===== src/rtl/tic_tac_toe_ai.sv =====
// tic_tac_toe_ai: picks the computer's next move (win, else block, else preferred cell) and strobes it out
module tic_tac_toe_ai #(
  parameter int PC_HOLD = 5,
  parameter logic [1:0] CPU_MARK = 2'b10,
  parameter logic [1:0] PLY_MARK = 2'b01
) (
  input  logic       clock,
  input  logic       reset,
  input  logic       go,
  input  logic [1:0] pos1,
  input  logic [1:0] pos2,
  input  logic [1:0] pos3,
  input  logic [1:0] pos4,
  input  logic [1:0] pos5,
  input  logic [1:0] pos6,
  input  logic [1:0] pos7,
  input  logic [1:0] pos8,
  input  logic [1:0] pos9,
  input  logic [1:0] who,
  output logic [3:0] computer_position,
  output logic       pc,
  output logic       busy,
  output logic       no_move
);
  typedef enum logic [2:0] {IDLE, WIN_SCAN, BLK_SCAN, PREF, ISSUE} state_t;
  localparam logic [7:0][2:0][3:0] LINES = {12'h246, 12'h048, 12'h258, 12'h147,
                                            12'h036, 12'h678, 12'h345, 12'h012};
  localparam logic [8:0][3:0] ORD = {4'd7, 4'd5, 4'd3, 4'd1, 4'd8, 4'd6, 4'd2, 4'd0, 4'd4};
  state_t r_state, w_state_n;
  logic [2:0] r_idx, w_idx_n;
  logic [3:0] r_cnt, w_cnt_n;
  logic [3:0] r_pos, w_pos_n;
  logic r_pc, w_pc_n;
  logic r_pend, w_pend_n;
  logic r_no_move;
  logic [8:0][1:0] r_b;
  logic [8:0][1:0] w_in;
  logic [8:0] w_occ;
  logic [2:0][3:0] w_l;
  logic [1:0] w_a, w_b, w_c, w_m;
  logic w_h0, w_h1, w_h2, w_hit, w_refuse, w_start;
  logic [3:0] w_hcell, w_pref;
  assign w_in = {pos9, pos8, pos7, pos6, pos5, pos4, pos3, pos2, pos1};
  for (genvar g = 0; g < 9; g++) begin : g_occ
    assign w_occ[g] = |w_in[g];
  end
  assign w_refuse = (who != 2'b00) || (&w_occ);
  assign w_start = (r_state == IDLE) && go && !w_refuse;
  assign w_l = LINES[r_idx];
  assign w_a = r_b[w_l[0]];
  assign w_b = r_b[w_l[1]];
  assign w_c = r_b[w_l[2]];
  assign w_m = (r_state == WIN_SCAN) ? CPU_MARK : PLY_MARK;
  assign w_h0 = (w_a == 2'b00) && (w_b == w_m) && (w_c == w_m);
  assign w_h1 = (w_b == 2'b00) && (w_a == w_m) && (w_c == w_m);
  assign w_h2 = (w_c == 2'b00) && (w_a == w_m) && (w_b == w_m);
  assign w_hit = w_h0 || w_h1 || w_h2;
  assign w_hcell = w_h0 ? w_l[0] : w_h1 ? w_l[1] : w_l[2];
  assign busy = r_state != IDLE;
  assign pc = r_pc;
  assign computer_position = r_pos;
  assign no_move = r_no_move;
  // first empty cell in centre/corner/edge preference order
  always_comb begin
    w_pref = 4'd0;
    for (int k = 8; k >= 0; k--)
      if (r_b[ORD[k]] == 2'b00) w_pref = ORD[k];
  end
  // next-state: scan one line per cycle, win lines before block lines, then fall back to preference
  always_comb begin
    w_state_n = r_state;
    w_idx_n = r_idx;
    w_cnt_n = r_cnt;
    w_pc_n = r_pc;
    w_pos_n = r_pos;
    w_pend_n = 1'b0;
    case (r_state)
      IDLE: begin
        w_pend_n = go && w_refuse;
        w_state_n = w_start ? WIN_SCAN : IDLE;
        w_idx_n = 3'd0;
      end
      WIN_SCAN, BLK_SCAN: begin
        if (w_hit) begin
          w_pos_n = w_hcell;
          w_pc_n = 1'b1;
          w_cnt_n = 4'(PC_HOLD - 1);
          w_state_n = ISSUE;
        end else if (r_idx == 3'd7) begin
          w_idx_n = 3'd0;
          w_state_n = (r_state == WIN_SCAN) ? BLK_SCAN : PREF;
        end else w_idx_n = r_idx + 3'd1;
      end
      PREF: begin
        w_pos_n = w_pref;
        w_pc_n = 1'b1;
        w_cnt_n = 4'(PC_HOLD - 1);
        w_state_n = ISSUE;
      end
      ISSUE: begin
        w_pc_n = r_cnt != 4'd0;
        w_cnt_n = (r_cnt != 4'd0) ? r_cnt - 4'd1 : 4'd0;
        w_state_n = (r_cnt != 4'd0) ? ISSUE : IDLE;
      end
      default: w_state_n = IDLE;
    endcase
  end
  // state register; the board is frozen on the accepted go so later input changes are ignored
  always_ff @(posedge clock) begin
    if (!reset) begin
      r_state <= IDLE;
      r_idx <= 3'd0;
      r_cnt <= 4'd0;
      r_pc <= 1'b0;
      r_pos <= 4'd0;
      r_pend <= 1'b0;
      r_no_move <= 1'b0;
    end else begin
      r_state <= w_state_n;
      r_idx <= w_idx_n;
      r_cnt <= w_cnt_n;
      r_pc <= w_pc_n;
      r_pos <= w_pos_n;
      r_pend <= w_pend_n;
      r_no_move <= r_pend;
      if (w_start) r_b <= w_in;
    end
  end
endmodule


===== config.mk =====
export PLATFORM = sky130hd
export DESIGN_NAME = tic_tac_toe_ai
export DESIGN_NICKNAME = d
export VERILOG_FILES = /design/src/rtl/tic_tac_toe_ai.sv
export SDC_FILE = /design/constraint.sdc
export NUM_CORES = 1
export LEC_CHECK = 0
export ABC_AREA = 1
export CAP_MARGIN = 15
export CORE_MARGIN = 4
export CORE_UTILIZATION = 38
export DETAILED_ROUTE_END_ITERATION = 7
export HOLD_SLACK_MARGIN = 0.1
export RECOVER_POWER = 50
export SKIP_CTS_REPAIR_TIMING = 1
export SLEW_MARGIN = 20
export SYNTH_ARGS = -nofsm -noshare
export SYNTH_HDL_FRONTEND = slang
export SYNTH_SLANG_ARGS = --single-unit

===== constraint.sdc =====
create_clock -name clock -period 5.65 [get_ports clock]
set_input_delay 0.8475 -clock clock [delete_from_list [all_inputs] [get_ports clock]]
set_output_delay 0.8475 -clock clock [all_outputs]
set_load 0.05 [all_outputs]

# Word-level counts from Yosys, hierarchy flattened
# Memories as Yosys holds them, arrays and structs flattened. A register that Yosys moved wholly into a read port is not among the register bits.
# Cells that the tools add are included.
# word_totals
regBits	35
wordCells	119
in_bits	23
n_memories	1
rom_bits	96
out_inout_bits	7
# op_classes
n_mux	37
addsub	2
magnitude_cmp	4
reduce_logical	48
eq_ne	11
# memory_table
name	words	width	read_ports	rd_ports_with_merged_regs	wr	line	rtl
(no name shown)	8	12	1	1	0	49	assign w_l = LINES[r_idx];
# op_table
operator	count
4-bit two-way mux	13
2-bit binary-select mux with 4-bit select	3
2-bit zero test	12
3-bit two-way mux	8
2-bit OR reduction	10
4-bit by 5-bit less-than comparator with 1-bit output (second input constant)	3
12-bit two-way mux	1
3-bit one-hot mux with 4 select lines	1
4-bit one-hot mux with 3 select lines	1
2-bit AND reduction	5
1-bit logical AND	9
9-bit AND reduction	1
2-bit two-way mux	4
4-bit one-hot mux with 2 select lines	1
2-bit == test	3
3-bit by 2-bit == test with 1-bit output (second input constant)	2
3-bit == test (second input constant)	2
3-bit one-hot mux with 2 select lines	1
2-bit nonzero test	3
3-bit nonzero test	2
3-bit by 4-bit less-than comparator with 1-bit output (second input constant)	1
2-bit inequality test (second input constant)	2
4-bit nonzero test	1
4-bit by 1-bit subtractor with 4-bit output (second input constant)	1
8 further kinds	12

# Longest topological paths before layout
# Gate-level depths: netlist of the first run.
# logic_depth
word_depth	13
ltp_mapped	23
ltp_nobuf	21

# Worst setup path before layout of the first run
# No wires, ideal clock.
# synth_timing
path_kind	input-to-reg
startpoint	input port pos1[1]
endpoint	register r_b[0] (netlist name), enable pin
stages	7
arrival_time_ns	2.202
path_slack_ns	3.055
setup_time_ns	0.392
path_buffers	0
path_cell_list	o22ai_1 -> nor3_1 -> nand2_1 -> nor3_1 -> nor3_1 -> nand3_1 -> nor2_1
# synth_between
elab_chain_len	6
# synth_rtl
item	line	rtl
start: declaration	10	input logic [1:0] pos1,
2-bit OR reduction	45	assign w_occ[g] = |w_in[g];
9-bit AND reduction	47	assign w_refuse = (who != 2'b00) || (&w_occ);
1-bit logical OR	47	
1-bit zero test	48	assign w_start = (r_state == IDLE) && go && !w_refuse;
1-bit logical AND	48	
2-bit AND reduction (no source line)	n/a	
end signal: assignment	126	if (w_start) r_b <= w_in;
end: declaration	36	logic [8:0][1:0] r_b;
# Every way passes these cells.
# A chain may end at the register's enable or synchronous reset.

==> results of run 1 <==
[registers in the layout, summed over array words and instances, names as in the netlist]
name,count
r_b,18
w_l,9
computer_position,4
r_cnt,4
r_idx,3
r_state,3
no_move,1
pc,1
r_pend,1
[worst max path at each step]
stage / to / cells past startpoint
finish: w_l[3]$_DFF_P_ / 18
global route: w_l[3]$_DFF_P_ / 17
CTS: w_l[3]$_DFF_P_ / 19
detailed placement: r_b[0]$_DFFE_PP_ / 4
global placement: r_b[2]$_DFFE_PP_ / 9
floorplan: r_b[0]$_DFFE_PP_ / 7
[through the flow]
| stage | utilization, % | hold WS [ps] | instances | total power [uW] | worst slack (ps) |
|---|---|---|---|---|---|
| 3_5_place_dp | 45.4 | 397 | 465 | 469 | 2770 |
| 5_1_grt | 46.4 | 430 | 473 | 705 | 2290 |
| 3_3_place_gp | 45.4 | 392 | 465 | 468 | 2750 |
| 6_report | 46.4 | 416 | 473 | 667 | 2700 |
| 4_1_cts | 46.9 | 418 | 473 | 681 | 2860 |
| 2_1_floorplan | - | 390 | 363 | 430 | 3060 |
[report_power, final]
group	switching [uW]	leakage, uW	internal (uW)	total [uW]
Combinational	66.3	0.00103	39.6	106
Clock	112	0.0000516	100	212
Sequential	9.61	0.000374	340	350
Total	187	0.00145	480	667
[layout make-up]
class	count	area, sq um	share of cell area (%)
Clock inverter	2	13.8	0.459
Sequential cell	44	1060	35.4
Clock buffer	6	82.6	2.75
Timing Repair Buffer	30	298	9.93
Multi-Input combinational cell	260	1240	41.5
Inverter	54	203	6.76
Tap cell	77	96.3	3.21
[per-layer routing]
layer	track usage, %	up-vias
met5	0	-
met4	4.21	0
met3	3.26	6
met2	24.7	65
met1	21.5	1061
li1	-	1236
[kinds of logic after synthesis]
group | share of synthesized area, %
XOR/XNOR | 0.341
flip-flops | 41.3
buffers and inverters | 9.10
AND/OR/NAND/NOR | 39.0
AO/OA/AOI/OAI | 6.33
adder cells (fa/ha/maj) | 3.89
[cell usage after synthesis (all sizes together)]
library cell and n:
nor2 42, clkbuf 2, a21oi 12, ha 8, a211oi 1, edfxtp 18, buf 3, nand4 6
o22ai 2, nor3 4, nand2 108, a31oi 1, o21ai 10, inv 54, o31ai 2, nand3 60
a21o 1, xnor2 1, dfxtp 26, or3 1, nor4 1
[worst max-delay path, cell delays in order, from the launching register on]
cell and delay [ps]:
dfxtp_1 550, inv_1 230, nand2_1 110, nand3_1 80
nand3_1 110, nand2_1 60, nand2_1 80, inv_1 50
nor2_1 100, nand3_1 210, nand3_1 310, nand3_1 120
nand2_1 130, nand2_1 120, inv_1 120, ha_1 260
inv_1 90, nand3_1 80, nand2_1 90
==> summary.md, run 1 <==
| Metric | Value |
|---|---|
| Outcome | `complete, no violations` |
| Routed length on met1 | `2950 microns` |
| First-pass GRT wire length | `10300 microns` |
| Reg2reg setup slack | `2700 ps` |
| Met3 Wirelength | `372 microns` |
| DR WL met2 | `2790 microns` |
| Most frequent cells in the layout | `nand2_1 (100), nand3_1 (59), inv_1 (53)` |
| Fill count | `668` |
| Hpwl dp | `4960 microns` |
| Final min period | `2950 ps` |
| Root Driver | `clkbuf_8` |
| Clock slew at reported path FFs | `80 ps` |
| Post-Synthesis Cells | `363` |
| Hold Crit Depth | `2` |
| Area after DPL | `2930 sq um` |
| Crit path launch type | `flip-flop` |
| DR iter-0 viols | `188` |
| Width of the die | `90.2 microns` |
| Drt pass-1 iters | `4` |
| Worst Reg2Reg Path Length in Cells | `18` |
| Area growth, synth to finish | `16.7%` |
| Kind of critical path | `reg -> reg` |
| Initial Utilization | `39.8%` |
| Final Cycle Share | `52.3%` |
| Vias in the first global route | `2136` |
| Worst r2r src | `w_l[4]$_DFF_P_` |
| Mapped Nets | `394` |
| Die height | `90.2 microns` |
| Routed wire length | `6190 microns` |
| CP required | `5900 ps` |
| Port bufs | `29` |
| Most common cell after layout, fill and taps aside | `nand2_1` |
| CTS tree | `yes` |
| Setup_tns | `0 ps` |
| I/O Pins | `30` |
| Endpoints failing hold | `0` |
| Worst vdd ir | `0.145 mV` |
| Max Root-Sink Buffers | `2` |
| Max Cap Viol | `0` |
| CP Launch Point | `w_l[4]$_DFF_P_` |
| N_diodes | `0` |
| Setup violation total in the final timing report | `0` |
| GRT Total Usage | `15.6%` |
| Setup crit end kind | `flip-flop` |
| CTS buffer count | `5` |
| Vias/cell | `5.01` |
| RSZ-0062 raised after global routing | `false` |
| Total vias in the final route | `2368` |
| Die area | `8140 sq um` |
| Fmax | `338 MHz` |
| Routability Congestion | `0.945` |
| Synthesized flop and latch total | `44` |
| Power Dens Cells | `222 nW/um^2` |
| # rows | `29` |
| Leakage power total | `0.00145 uW` |
| Syn Area/Cell | `7.08 sq um` |
| Share of the synthesized area in the top cell type | `21.0%` |
| Drt drc | `0` |
| Worst-Margin Slew | `644 ps` |
| Fin nets | `426` |
| Cell accounting for the most synthesized area | `edfxtp_1` |
| H-tree levels | `2` |
| Wire per inst | `13.1 microns` |
| RR Endpoint | `w_l[3]$_DFF_P_` |
| Total grt overflow | `0` |
| Worst EP arrival | `3200 ps` |
| Setup Skew | `3.74 ps` |
| Largest cells by area after synthesis | `edfxtp_1 (21%), dfxtp_1 (20%), nand2_1 (14%)` |
| Max_slew headroom | `56.9%` |
| Clock sink total | `44` |
| Clk Latency, worst-skew pair | `300 ps` |
| Fin. max-slew vios | `0` |
| Largest net degree at the start of global routing | `19` |
| Ys Warns | `0` |
| Top sig layer | `met4` |
| Yosys cell types | `32` |
| Worst Hold End | `no_move$_SDFF_PN0_` |
| Largest fanout on the critical path | `10` |
| Core Region | `6460 sq um` |
| Worst Hold Class | `reg -> reg` |
| Finished Cell Area | `3000 sq um` |
| Initial antenna violation count | `0` |
| Share of cells above drive strength 1 | `5.56%` |
| Seq/Total Area, Yosys | `41.3%` |
| Post-route ant nets | `0` |
| Critical hold path startpoint | `r_pend$_SDFF_PN0_` |
| Netlist Area Pre-Place | `2570 sq um` |
Note: power is estimated with default switching activity, not from simulation.
==> run 2: changes to the inputs <==
==> constraint.sdc (replaced) <==
create_clock -name clock -period 2.65 [get_ports clock]
set_input_delay 0.3975 -clock clock [delete_from_list [all_inputs] [get_ports clock]]
set_output_delay 0.3975 -clock clock [all_outputs]
set_load 0.05 [all_outputs]
==> run 2 against run 1 <==
  * Global-route usage increased by 0.83 points
  * Critical path depth decreased by 1
  * Power increased by 130%
  * Register-to-register slack got worse by 2500 ps
  * First-iteration DRC count decreased by 28%
  * Via count increased by 2.4%
  * Cell area increased by 5.6%
==> summary.md, run 2 (same netlist as run 1, synthesis figures left out) <==
| Metric | Value |
|---|---|
| CTS buffer count | `5` |
| Worst vdd ir | `0.317 mV` |
| Final Cycle Share | `91.5%` |
| Vias in the first global route | `2239` |
| Setup violation total in the final timing report | `0` |
| Number of flip-flops in the largest register | `18` |
| Width of the die | `90.2 microns` |
| H-tree levels | `2` |
| Hpwl dp | `5100 microns` |
| Drt pass-1 iters | `4` |
| Die area | `8140 sq um` |
| Setup crit end kind | `flip-flop` |
| Wire per inst | `13.5 microns` |
| I/O Pins | `30` |
| Routed wire length | `6510 microns` |
| Worst Hold Class | `reg -> reg` |
| Die height | `90.2 microns` |
| GRT Total Usage | `16.4%` |
| Share of cells above drive strength 1 | `11.4%` |
| Crit path launch type | `flip-flop` |
| Most common cell after layout, fill and taps aside | `nand2_1` |
| Total grt overflow | `0` |
| Kind of critical path | `reg -> reg` |
| Most frequent cells in the layout | `nand2_1 (92), nand3_1 (57), inv_1 (52)` |
| CTS tree | `yes` |
| Fill count | `658` |
| Max_slew headroom | `66.3%` |
| Power Dens Cells | `479 nW/um^2` |
| Largest fanout on the critical path | `7` |
| Largest net degree at the start of global routing | `19` |
| CP required | `2850 ps` |
| Worst-Margin Slew | `503 ps` |
| Endpoints failing hold | `0` |
| Setup_tns | `0 ps` |
| Leakage power total | `0.00149 uW` |
| Clk Latency, worst-skew pair | `300 ps` |
| Clock slew at reported path FFs | `80 ps` |
| Fmax | `412 MHz` |
| Initial Utilization | `39.8%` |
| Port bufs | `29` |
| First-pass GRT wire length | `10700 microns` |
| Max Root-Sink Buffers | `2` |
| Total vias in the final route | `2424` |
| Top reg by flops | `r_b` |
| Post-route ant nets | `0` |
| Worst EP arrival | `2630 ps` |
| Routability Congestion | `0.862` |
| Area growth, synth to finish | `23.2%` |
| Setup Skew | `4.93 ps` |
| Drt drc | `0` |
| Outcome | `complete, no violations` |
| N_diodes | `0` |
| Final min period | `2430 ps` |
| Fin. max-slew vios | `0` |
| DR iter-0 viols | `135` |
| Overall Power | `1520 uW` |
| Initial antenna violation count | `0` |
| # rows | `29` |
| Fin nets | `435` |
| Vias/cell | `5.03` |
| Clock sink total | `44` |
| Max Cap Viol | `0` |
| Root Driver | `clkbuf_8` |
| Core Region | `6460 sq um` |
==> run 2: changes by cell type in the layout (fill, tap and decap cells not counted), moves of 2 or more <==
cell and change:
buf_4 +8, nand2_1 -8, clkdlybuf4s50_1 +6, dlygate4sd3_1 -6, nand2_2 +6, dfxtp_1 -3, dfxtp_2 +3, nand2_4 +2
nand3_1 -2, nand3_4 +2
==> run 2: final timing paths <==
| kind | start | to | slack (ps) | cells past startpoint |
|---|---|---|---|---|
| worst max-delay path | r_b[6]$_DFFE_PP_ | w_l[3]$_DFF_P_ | 220 | 17 |
| worst min-delay path | r_pend$_SDFF_PN0_ | no_move$_SDFF_PN0_ | 430 | 2 |
| worst max register to register | r_b[6]$_DFFE_PP_ | w_l[3]$_DFF_P_ | 220 | 17 |
| worst min register to register | r_pend$_SDFF_PN0_ | no_move$_SDFF_PN0_ | 430 | 2 |
==> run 2: metal layers <==
layer | GRT usage [%] | vias to the layer above | wire, microns | share of wire (%)
met5 | 0 | - | 0 | 0
li1 | - | 1261 | - | -
met3 | 3.34 | 9 | 307 | 4.7
met4 | 5.10 | 0 | 104 | 1.6
met2 | 25.5 | 54 | 2910 | 45
met1 | 22.9 | 1100 | 3190 | 49
==> run 2: stage by stage <==
stage / utilization, % / cells / instance area (sq um) / hold slack, ps / setup WS (ps)
2_1_floorplan: - / 363 / 2570 / 390 / 303
3_5_place_dp: 46.0 / 468 / 2970 / 416 / -3.80
3_3_place_gp: 46.0 / 468 / 2970 / 398 / 91.4
6_report: 49.0 / 482 / 3170 / 428 / 225
4_1_cts: 47.6 / 476 / 3080 / 435 / -25.3
5_1_grt: 49.0 / 482 / 3170 / 454 / -17.2
==> run 2: final cells by class <==
class,instances,area (sq um),share of cell area [%]
sequential,44,1060,33.6
inverter,54,205,6.48
timing repair buffer,39,378,11.9
tap,77,96.3,3.04
clock inverter,2,35.0,1.11
multi-input combinational,260,1320,41.5
clock buffer,6,72.6,2.29
==> run 2: power breakdown <==
part,total [uW],internal [uW],leakage [uW],switching (uW)
registers,745,725,0.000374,20.3
logic,260,103,0.00106,157
clock network,511,280,0.0000552,231
total,1520,1110,0.00149,408
==> run 2: worst max-delay path: stages, from the launching register on <==
cell	delay, ps
edfxtp_1	420
buf_4	180
inv_1	50
nand2_1	40
nand3_1	80
nand3_1	100
nand3_1	110
nand2_1	60
nor2_1	170
nand3_4	150
nand3_4	160
nand2_1	80
o21ai_2	150
nand2_4	100
ha_4	290
inv_1	50
nand3_1	80
nand2_1	60
